**config.mk**
```make
export PLATFORM = sky130hd
export DESIGN_NAME = i2s_transmitter_flat
export DESIGN_NICKNAME = d
export VERILOG_FILES = /design/src/rtl/i2s_transmitter_if.sv /design/src/rtl/i2s_transmitter.sv /design/src/flat_wrapper.sv
export SDC_FILE = /design/constraint.sdc
export NUM_CORES = 1
export LEC_CHECK = 0
export ABC_AREA = 1
export CAP_MARGIN = 15
export CORE_UTILIZATION = 45
export DETAILED_ROUTE_END_ITERATION = 7
export MAX_ROUTING_LAYER = met4
export PLACE_DENSITY = 0.76
export SLEW_MARGIN = 20
export SYNTH_ARGS = -nofsm -noshare
export SYNTH_HDL_FRONTEND = slang
export SYNTH_SLANG_ARGS = --single-unit
export TNS_END_PERCENT = 30
```
**constraint.sdc**
```tcl
create_clock -name i_clock -period 1.9 [get_ports i_clock]
set_input_delay 0.285 -clock i_clock [delete_from_list [all_inputs] [get_ports i_clock]]
set_output_delay 0.285 -clock i_clock [all_outputs]
set_load 0.01 [all_outputs]
```
**src/rtl/i2s_transmitter_if.sv**
```systemverilog
// Bundle of the upstream sample handshake and the I2S bus pins of i2s_transmitter.
// The master modport is the transmitter's view; slave is the upstream source / DAC side.
interface i2s_transmitter_if #(
    parameter int bits_per_word = 16
);
    logic                     data_valid;
    logic                     data_ready;
    logic [bits_per_word-1:0] data_in_0;
    logic [bits_per_word-1:0] data_in_1;
    logic                     i2s_data;
    logic                     bck;
    logic                     lrck;

    modport master (
        input  data_valid,
        input  data_in_0,
        input  data_in_1,
        output data_ready,
        output i2s_data,
        output bck,
        output lrck
    );

    modport slave (
        output data_valid,
        output data_in_0,
        output data_in_1,
        input  data_ready,
        input  i2s_data,
        input  bck,
        input  lrck
    );
endinterface

```
**src/rtl/i2s_transmitter.sv**
```systemverilog
// Philips I2S master transmitter: derives bck/lrck from the system clock and shifts stereo samples MSB first.
// Optional saturating underrun counter on o_underrun_count when I2S_TX_UNDERRUN_COUNT_EN is defined.
module i2s_transmitter #(
    parameter int bits_per_word = 16,
    parameter int bck_divisor   = 4
) (
    input  logic                 i_clock,
    input  logic                 i_reset,
    i2s_transmitter_if.master    i2s_bus,
    output logic                 o_underrun
`ifdef I2S_TX_UNDERRUN_COUNT_EN
    ,
    output logic [15:0]          o_underrun_count
`endif
);
    localparam int FRAME_BITS = 2 * bits_per_word;
    localparam int DIV_W      = $clog2(bck_divisor);
    localparam int BIT_W      = $clog2(FRAME_BITS);

    localparam logic [DIV_W-1:0] DIV_LAST = DIV_W'(bck_divisor - 1);
    localparam logic [DIV_W-1:0] DIV_HALF = DIV_W'(bck_divisor / 2);
    localparam logic [DIV_W-1:0] DIV_ONE  = DIV_W'(1);
    localparam logic [BIT_W-1:0] BIT_LAST = BIT_W'(FRAME_BITS - 1);
    localparam logic [BIT_W-1:0] BIT_WORD = BIT_W'(bits_per_word);
    localparam logic [BIT_W-1:0] BIT_ONE  = BIT_W'(1);

    logic [DIV_W-1:0]      r_div_cnt;
    logic [BIT_W-1:0]      r_bit_cnt;
    logic                  r_bck;
    logic                  r_lrck;
    logic                  r_i2s_data;
    logic                  r_data_ready;
    logic                  r_underrun;
    logic [FRAME_BITS-1:0] r_shift;
    logic [FRAME_BITS-1:0] r_hold;

    logic                  w_fe;
    logic                  w_wrap;
    logic                  w_accept;
    logic                  w_underrun_event;
    logic [DIV_W-1:0]      w_div_next;
    logic [BIT_W-1:0]      w_bit_next;

    // fe is the last system clock of a bck period; bck, lrck and data all move on that edge.
    assign w_fe             = (r_div_cnt == DIV_LAST);
    assign w_wrap           = w_fe && (r_bit_cnt == BIT_LAST);
    assign w_div_next       = w_fe ? '0 : r_div_cnt + DIV_ONE;
    assign w_bit_next       = w_wrap ? '0 : (w_fe ? r_bit_cnt + BIT_ONE : r_bit_cnt);
    assign w_accept         = i2s_bus.data_valid && r_data_ready;
    assign w_underrun_event = w_wrap && r_data_ready;

    // NOTE: every state register below uses <= so all of them see the pre-edge values of each other.
    always_ff @(posedge i_clock) begin
        if (i_reset) begin
            r_div_cnt    <= '0;
            r_bit_cnt    <= '0;
            r_bck        <= 1'b0;
            r_lrck       <= 1'b0;
            r_i2s_data   <= 1'b0;
            r_data_ready <= 1'b1;
            r_underrun   <= 1'b0;
            r_shift      <= '0;
        end else begin
            r_div_cnt  <= w_div_next;
            r_bck      <= (w_div_next >= DIV_HALF);
            r_bit_cnt  <= w_bit_next;
            r_lrck     <= (w_bit_next >= BIT_WORD);
            r_underrun <= w_underrun_event;

            // The output flop lags the shifter by one slot, giving the I2S one-bck data delay.
            if (w_fe) begin
                r_i2s_data <= r_shift[FRAME_BITS-1];
                if (w_wrap) begin
                    r_shift <= r_data_ready ? '0 : r_hold;
                end else begin
                    r_shift <= {r_shift[FRAME_BITS-2:0], 1'b0};
                end
            end

            // A sample accepted on the load edge itself is kept for the following frame.
            if (w_wrap && !r_data_ready) begin
                r_data_ready <= 1'b1;
            end else if (w_accept) begin
                r_data_ready <= 1'b0;
            end
        end
    end

    // NOTE: the holding payload needs no reset; r_data_ready alone says whether it is valid.
    always_ff @(posedge i_clock) begin
        if (w_accept) begin
            r_hold <= {i2s_bus.data_in_0, i2s_bus.data_in_1};
        end
    end

`ifdef I2S_TX_UNDERRUN_COUNT_EN
    logic [15:0] r_underrun_count;

    always_ff @(posedge i_clock) begin
        if (i_reset) begin
            r_underrun_count <= '0;
        end else if (w_underrun_event && (r_underrun_count != 16'hFFFF)) begin
            r_underrun_count <= r_underrun_count + 16'd1;
        end
    end

    assign o_underrun_count = r_underrun_count;
`endif

    assign i2s_bus.bck        = r_bck;
    assign i2s_bus.lrck       = r_lrck;
    assign i2s_bus.i2s_data   = r_i2s_data;
    assign i2s_bus.data_ready = r_data_ready;
    assign o_underrun         = r_underrun;
endmodule
```
**src/flat_wrapper.sv**
```systemverilog
// flat-port wrapper written by rule: the top's interface ports become plain ports
module i2s_transmitter_flat 
#(
    parameter int bits_per_word = 16,
    parameter int bck_divisor   = 4
)
  (i_clock, i_reset, o_underrun, i2s_bus_data_valid, i2s_bus_data_in_0, i2s_bus_data_in_1, i2s_bus_data_ready, i2s_bus_i2s_data, i2s_bus_bck, i2s_bus_lrck);
  i2s_transmitter_if #(.bits_per_word(bits_per_word)) i2s_bus_i ();
  input  logic i_clock;
  input  logic i_reset;
  output logic o_underrun;
  input wire logic [$bits(i2s_bus_i.data_valid)-1:0] i2s_bus_data_valid;
  input wire logic [$bits(i2s_bus_i.data_in_0)-1:0] i2s_bus_data_in_0;
  input wire logic [$bits(i2s_bus_i.data_in_1)-1:0] i2s_bus_data_in_1;
  output wire logic [$bits(i2s_bus_i.data_ready)-1:0] i2s_bus_data_ready;
  output wire logic [$bits(i2s_bus_i.i2s_data)-1:0] i2s_bus_i2s_data;
  output wire logic [$bits(i2s_bus_i.bck)-1:0] i2s_bus_bck;
  output wire logic [$bits(i2s_bus_i.lrck)-1:0] i2s_bus_lrck;
  assign i2s_bus_i.data_valid = i2s_bus_data_valid;
  assign i2s_bus_i.data_in_0 = i2s_bus_data_in_0;
  assign i2s_bus_i.data_in_1 = i2s_bus_data_in_1;
  assign i2s_bus_data_ready = i2s_bus_i.data_ready;
  assign i2s_bus_i2s_data = i2s_bus_i.i2s_data;
  assign i2s_bus_bck = i2s_bus_i.bck;
  assign i2s_bus_lrck = i2s_bus_i.lrck;
  i2s_transmitter #(.bits_per_word(bits_per_word), .bck_divisor(bck_divisor)) u_core (.i_clock(i_clock), .i_reset(i_reset), .i2s_bus(i2s_bus_i), .o_underrun(o_underrun));
endmodule
```
==> results of run 1 <==
-- power breakdown --
part,internal (W),total (W),switching [W]
Combinational,0.000127,0.000245,0.000118
Clock,0.000603,0.00118,0.000574
Sequential,0.00177,0.00181,0.0000436
-- cell type report --
class | count | area [sq um] | share of cell area
flip-flops and latches | 74 | 1800 | 0.535
inverters | 7 | 26.3 | 0.00780
clock buffers | 9 | 124 | 0.0368
clock inverters | 7 | 70.1 | 0.0208
repair buffers | 46 | 480 | 0.143
well taps | 72 | 90.1 | 0.0267
multi-input cells | 162 | 777 | 0.231
-- state kept, by name, summed over array words and instances, names as in the netlist --
register,cells
u_core.r_hold,32
u_core.r_shift,32
u_core.r_bit_cnt,4
u_core.i2s_bus.bck,1
u_core.i2s_bus.data_ready,1
u_core.i2s_bus.i2s_data,1
u_core.i2s_bus.lrck,1
u_core.o_underrun,1
u_core.r_div_cnt,1
-- cells in the final DEF, fill, tap and decap left out --
cell type and n:
a21oi_1 64, nand2_1 43, dfxtp_1 42, clkdlybuf4s50_1 39, o21ai_0 33, edfxtp_1 32, nor2_1 12, clkbuf_8 9
inv_1 6, buf_4 4, nor3_1 3, ha_1 3, clkinv_2 3, buf_12 3, clkinv_4 2, and3_1 1
nand2_2 1, nor2_4 1, inv_2 1, xor2_1 1, clkinvlp_4 1, bufinv_16 1
-- layer usage --
metal  vias to the layer above  part of all wire  GRT usage
met2                        47              0.48      0.299
met3                         4             0.051     0.0617
met5                         -                 0          -
met4                         0            0.0057     0.0600
met1                       891              0.46      0.205
li1                        982                 -          -
-- worst min path at each step --
stage | start | endpoint | slack (ns) | depth (start not counted)
floorplan | i_reset | u_core.r_shift[0]$_SDFFE_PP0N_ | 0.35 | 1
global placement | u_core.r_div_cnt[0]$_SDFF_PP0_ | u_core.r_div_cnt[0]$_SDFF_PP0_ | 0.42 | 1
finish | u_core.r_div_cnt[0]$_SDFF_PP0_ | u_core.r_div_cnt[0]$_SDFF_PP0_ | 0.47 | 1
CTS | u_core.r_div_cnt[0]$_SDFF_PP0_ | u_core.r_div_cnt[0]$_SDFF_PP0_ | 0.47 | 1
global route | i2s_bus_data_in_1[0] | u_core.r_hold[0]$_DFFE_PP_ | 0.47 | 1
detailed placement | u_core.r_div_cnt[0]$_SDFF_PP0_ | u_core.r_div_cnt[0]$_SDFF_PP0_ | 0.42 | 1
-- stage by stage --
| step | worst slack [ns] | hold slack (ns) |
|---|---|---|
| 2_1_floorplan | 0.355 | 0.354 |
| 3_3_place_gp | 0.312 | 0.415 |
| 3_5_place_dp | 0.316 | 0.421 |
| 4_1_cts | 0.246 | 0.468 |
| 5_1_grt | 0.138 | 0.470 |
| 6_report | 0.265 | 0.466 |
-- logic make-up after synthesis --
kind of cell / after synthesis / share of synthesized area
AND/OR/NAND/NOR: 61 / 0.0908
XOR/XNOR: 1 / 0.00324
adder cells (fa/ha/maj): 3 / 0.0139
flip-flops: 74 / 0.667
buffers and inverters: 23 / 0.0449
AO/OA/AOI/OAI: 97 / 0.180
==> metrics.cfg, run 1 <==
[critical_path]
worstPathMaxFanout=4
r2r_setup_slack_ns=0.30
start_kind=register
r2r_end=u_core.r_shift[19]$_SDFFE_PP0N_
timing.rr.start=u_core.r_bit_cnt[1]$_SDFF_PP0_
crit_type=reg2out
cp_num_buf_inv=1
critPathLaunch=u_core.i2s_bus.data_ready$_SDFFE_PP1P_
reg2reg_depth=8
critPathRequiredTime_ns=1.62
crit_path_end=i2s_bus_data_ready
slowest_stage=clkdlybuf4s50_1
cpLargestDelayFamily=buffers and inverters
crit_arrival_ns=1.35
crit_path_cell_trace=clkdlybuf4s50_1
worst_path_largest_cell_delay_ns=0.58
crit_cells=1
worst_setup_path_end_kind=output pin

[detailed_routing]
drc=0
wl_per_cell_um=13.0
dr_total_vias=1924
via_per_inst=5.10
dr.pass1.iters=4
wirelength_mm=4.90
ant_nets=0
drt_iter0_drc=123

[timing]
fmax_ghz=0.612
finalCritPeriodShare=0.861
finalSetupTns_ns=0
period_minus_slack_ns=1.64
finalClockSkew_ns=0.00637
finalMaxSlewViolations=0
rsz0062_at_grt=no
finalSetupViolations=0
hold_viol=0
worstMarginPinSlew_ns=0.591
slew-limit-headroom=0.606

[cts]
numCtsBuffers=9
htree_levels=3
post_cts_resized=0
cts.path.max_buffers=2
cts.sinks=74
cts.hold.buffers_added=0
clock_latency_ns=0.34
postCtsSetupBuffers=0
cts.clk_slew.worst_paths_ns=0.07
cts_root_buf=clkbuf_8
cts_tree=yes

[grt]
grt_antenna_before_repair=0
grt_pass1_vias=1962
grt_max_degree=36
grt_overflow_total=0
grt_pass1_wl_mm=8.42
track_usage=0.181

[cells_and_area]
fillers=484
fin_area_sq_um=3370
layoutNonFillerInstCount=377
fin_nets=338
fin_util=0.597
diodes=0
area_growth_pct=24.8
drive_gt1_frac=0.0852

[place]
port_buffers=39
place_area_sq_um=3180
dpl.cell_count=361
place.gp.congestion=0.778
hpwl_mm=3.05

[floorplanning]
ioPinCount=40
chipWidth_um=79.5
start_util=0.479
row_count=27
die_area_sq_um=6310
core-area_sq_um=5640
die_height_um=79.5

[synthesis]
yosysUniqueCellTypes=18
synth_common_cells=a21oi_1, nand2_1, dfxtp_1
async_reset_ff_frac=0
ys_warn_count=0
netlist_area_sq_um=2700
synth_top_area_frac=0.356
yosysTopAreaCell=edfxtp_1
synthCells=259
synth-seq-cells=74
synth_most_common_cell=a21oi_1
synth_enable_flop_cells=32
yosys_most_used_dff=dfxtp_1
ys_top_cells_by_area=edfxtp_1, dfxtp_1, a21oi_1, o21ai_0, nand2_1
synth-seq-area-share=0.667
syn_avg_cell_area_sq_um=10.4
synth_fp_nets=297

[power_and_ir_drop]
cellPowerDensity_nw_per_um2=959
p_leak_nw=1.25
vdd_drop_max_uv=623
total_power_w=0.00323

[status]
status=finished, final reports clean

[worst_hold_path]
holdCritPathClass=reg2reg

[job]
max_cap_viol_count=0

Power figures use the tool's default switching activity.
==> inputs of run 2 (changes only) <==
ABC_CLOCK_PERIOD_IN_PS = 1900   (was not set)
==> results of run 2 <==
No change in the layout: final DEF, timing and power equal those of run 1.
==> inputs of run 3 (changes only) <==
CORE_ASPECT_RATIO = 0.6   (was not set)
==> run 3 against run 2 <==
Combinational power about the same. Flip-flop and latch count unchanged. Utilization down 0.18 points. Global-route usage up 0.40 points. Highest routed layer unchanged. Critical path type unchanged. Clock power about the same. Non-clock buffer count unchanged. Fmax down 0.10%. Cell count up 2.1%. Critical endpoint unchanged. Setup slack worse by 0.0017 ns. Total power up 0.55%. Die area up 0.16%. Register-to-register slack better by 0.06 ns.
==> metrics.cfg, run 3 (synthesis results as in run 1) <==
[cells_and_area]
fillers=487  ; +0.62%
diodes=0  ; unchanged
multi_input_area_sq_um=777  ; unchanged
final_cell_mix=a21oi_1, nand2_1, dfxtp_1, clkdlybuf4s50_1, o21ai_0
reg_top3=u_core.r_hold (32), u_core.r_shift (32), u_core.r_bit_cnt (4)
ff_latch_area_sq_um=1800  ; unchanged
fin_nets=338  ; unchanged
area_growth_pct=25.2
fin_util=0.595  ; -0.00179
drive_gt1_frac=0.0820  ; -0.00328
final_common_cell=a21oi_1

[place]
port_buffers=39  ; unchanged
hpwl_mm=3.12  ; +2.1%
dp_slack_ns=0.339  ; +0.0230 ns
place.gp.congestion=0.802  ; +3.1%

[timing]
finalSetupTns_ns=0  ; unchanged
finalCritPeriodShare=0.862  ; +0.000897
setup_slack_ns=0.263  ; -0.00171 ns
finalSetupViolations=0  ; unchanged
fmax_ghz=0.611  ; -0.10%
finalClockSkew_ns=0.00415  ; -0.00222 ns
rsz0062_at_grt=no
worstMarginPinSlew_ns=0.322  ; -0.268 ns
slew-limit-headroom=0.785  ; +0.180
hold_viol=0  ; unchanged
period_minus_slack_ns=1.64  ; +0.00170 ns
finalMaxSlewViolations=0  ; unchanged
whs_ns=0.425  ; -0.0411 ns

[detailed_routing]
ant_nets=0  ; unchanged
drt_iter0_drc=116  ; -5.7%
wl_per_cell_um=12.9  ; -0.72%
via_per_inst=5.01  ; -1.9%
dr.pass1.iters=4  ; unchanged
wirelength_mm=4.97  ; +1.4%
drc=0  ; unchanged
dr_total_vias=1927  ; +0.16%

[floorplanning]
row_count=21  ; -22%
die_height_um=62  ; -22%
chipWidth_um=102  ; +28%
core-area_sq_um=5680  ; +0.60%
ioPinCount=40  ; unchanged
start_util=0.476  ; -0.00285
die_area_sq_um=6320  ; +0.16%

[critical_path]
worst_setup_path_end_kind=output pin
cpLargestDelayFamily=buffers and inverters
crit_type=reg2out
slowest_stage=clkdlybuf4s50_1
critPathRequiredTime_ns=1.62  ; about the same
worst_path_largest_cell_delay_ns=0.57  ; about the same
crit_arrival_ns=1.35  ; about the same
worstPathMaxFanout=4  ; unchanged
start_kind=register
crit_path_cell_trace=clkdlybuf4s50_1
cp_num_buf_inv=1  ; unchanged

[power_and_ir_drop]
vdd_drop_max_uv=369  ; -41%
cellPowerDensity_nw_per_um2=962  ; +0.25%
total_power_w=0.00325  ; +0.55%
p_leak_nw=1.25  ; about the same

[cts]
post_cts_resized=0  ; unchanged
cts_root_buf=clkbuf_8
postCtsSetupBuffers=0  ; unchanged
cts_tree=yes
cts.clk_slew.worst_paths_ns=0.07  ; about the same
clock_latency_ns=0.35  ; about the same
cts.path.max_buffers=2  ; unchanged
cts.hold.buffers_added=0  ; unchanged
cts.sinks=74  ; unchanged
htree_levels=3  ; unchanged
numCtsBuffers=9  ; unchanged

[status]
status=finished, final reports clean

[grt]
track_usage=0.185  ; +0.00400
grt_antenna_before_repair=0  ; unchanged
grt_max_degree=34  ; -5.6%
grt_pass1_wl_mm=8.18  ; -2.8%
grt_pass1_vias=1783  ; -9.1%
grt_overflow_total=0  ; unchanged

[worst_hold_path]
holdCritPathClass=reg2reg

[job]
max_cap_viol_count=0  ; unchanged

run 3: cell types whose count changed in the layout (fill, tap and decap cells not counted), sizes merged:
cell	previous run	this run
clkinv	5	4
clkbuf	9	10
run 3: where the power goes:
| part | internal, W | total (W) | switching (W) |
|---|---|---|---|
| clock | 0.000630 | 0.00119 | 0.000564 |
| sequential | 0.00177 | 0.00181 | 0.0000435 |
| combinational | 0.000127 | 0.000246 | 0.000119 |
| total | 0.00252 | 0.00325 | 0.000726 |
run 3: path summary, 6_finish.rpt:
| check | from | to | slack [ns] | cells past startpoint |
|---|---|---|---|---|
| worst min-delay path | u_core.r_div_cnt[0]$_SDFF_PP0_ | u_core.r_div_cnt[0]$_SDFF_PP0_ | 0.42 | 1 |
| worst min register to register | u_core.r_div_cnt[0]$_SDFF_PP0_ | u_core.r_div_cnt[0]$_SDFF_PP0_ | 0.42 | 1 |
| worst max register to register | u_core.r_bit_cnt[0]$_SDFF_PP0_ | u_core.r_shift[21]$_SDFFE_PP0N_ | 0.36 | 8 |
| worst max-delay path | u_core.i2s_bus.data_ready$_SDFFE_PP1P_ | i2s_bus_data_ready | 0.26 | 1 |
run 3: per-stage QoR:
stage          cells  instance area [sq um]
2_1_floorplan    259                   2700
5_1_grt          385                   3380
3_5_place_dp     369                   3190
4_1_cts          385                   3380
3_3_place_gp     369                   3190
6_report         385                   3380
run 3: layer usage:
metal	track usage	up-vias	wire length, um
li1	-	978	-
met1	0.224	883	2310
met2	0.276	56	2250
met3	0.0615	10	311
met4	0.104	0	94
met5	-	-	0
run 3: area by class of cell:
type	instances	share of cell area
tap	80	0.0296
multi-input combinational	162	0.230
timing repair buffer	46	0.142
clock buffer	10	0.0407
inverter	7	0.00777
sequential	74	0.533
clock inverter	6	0.0167
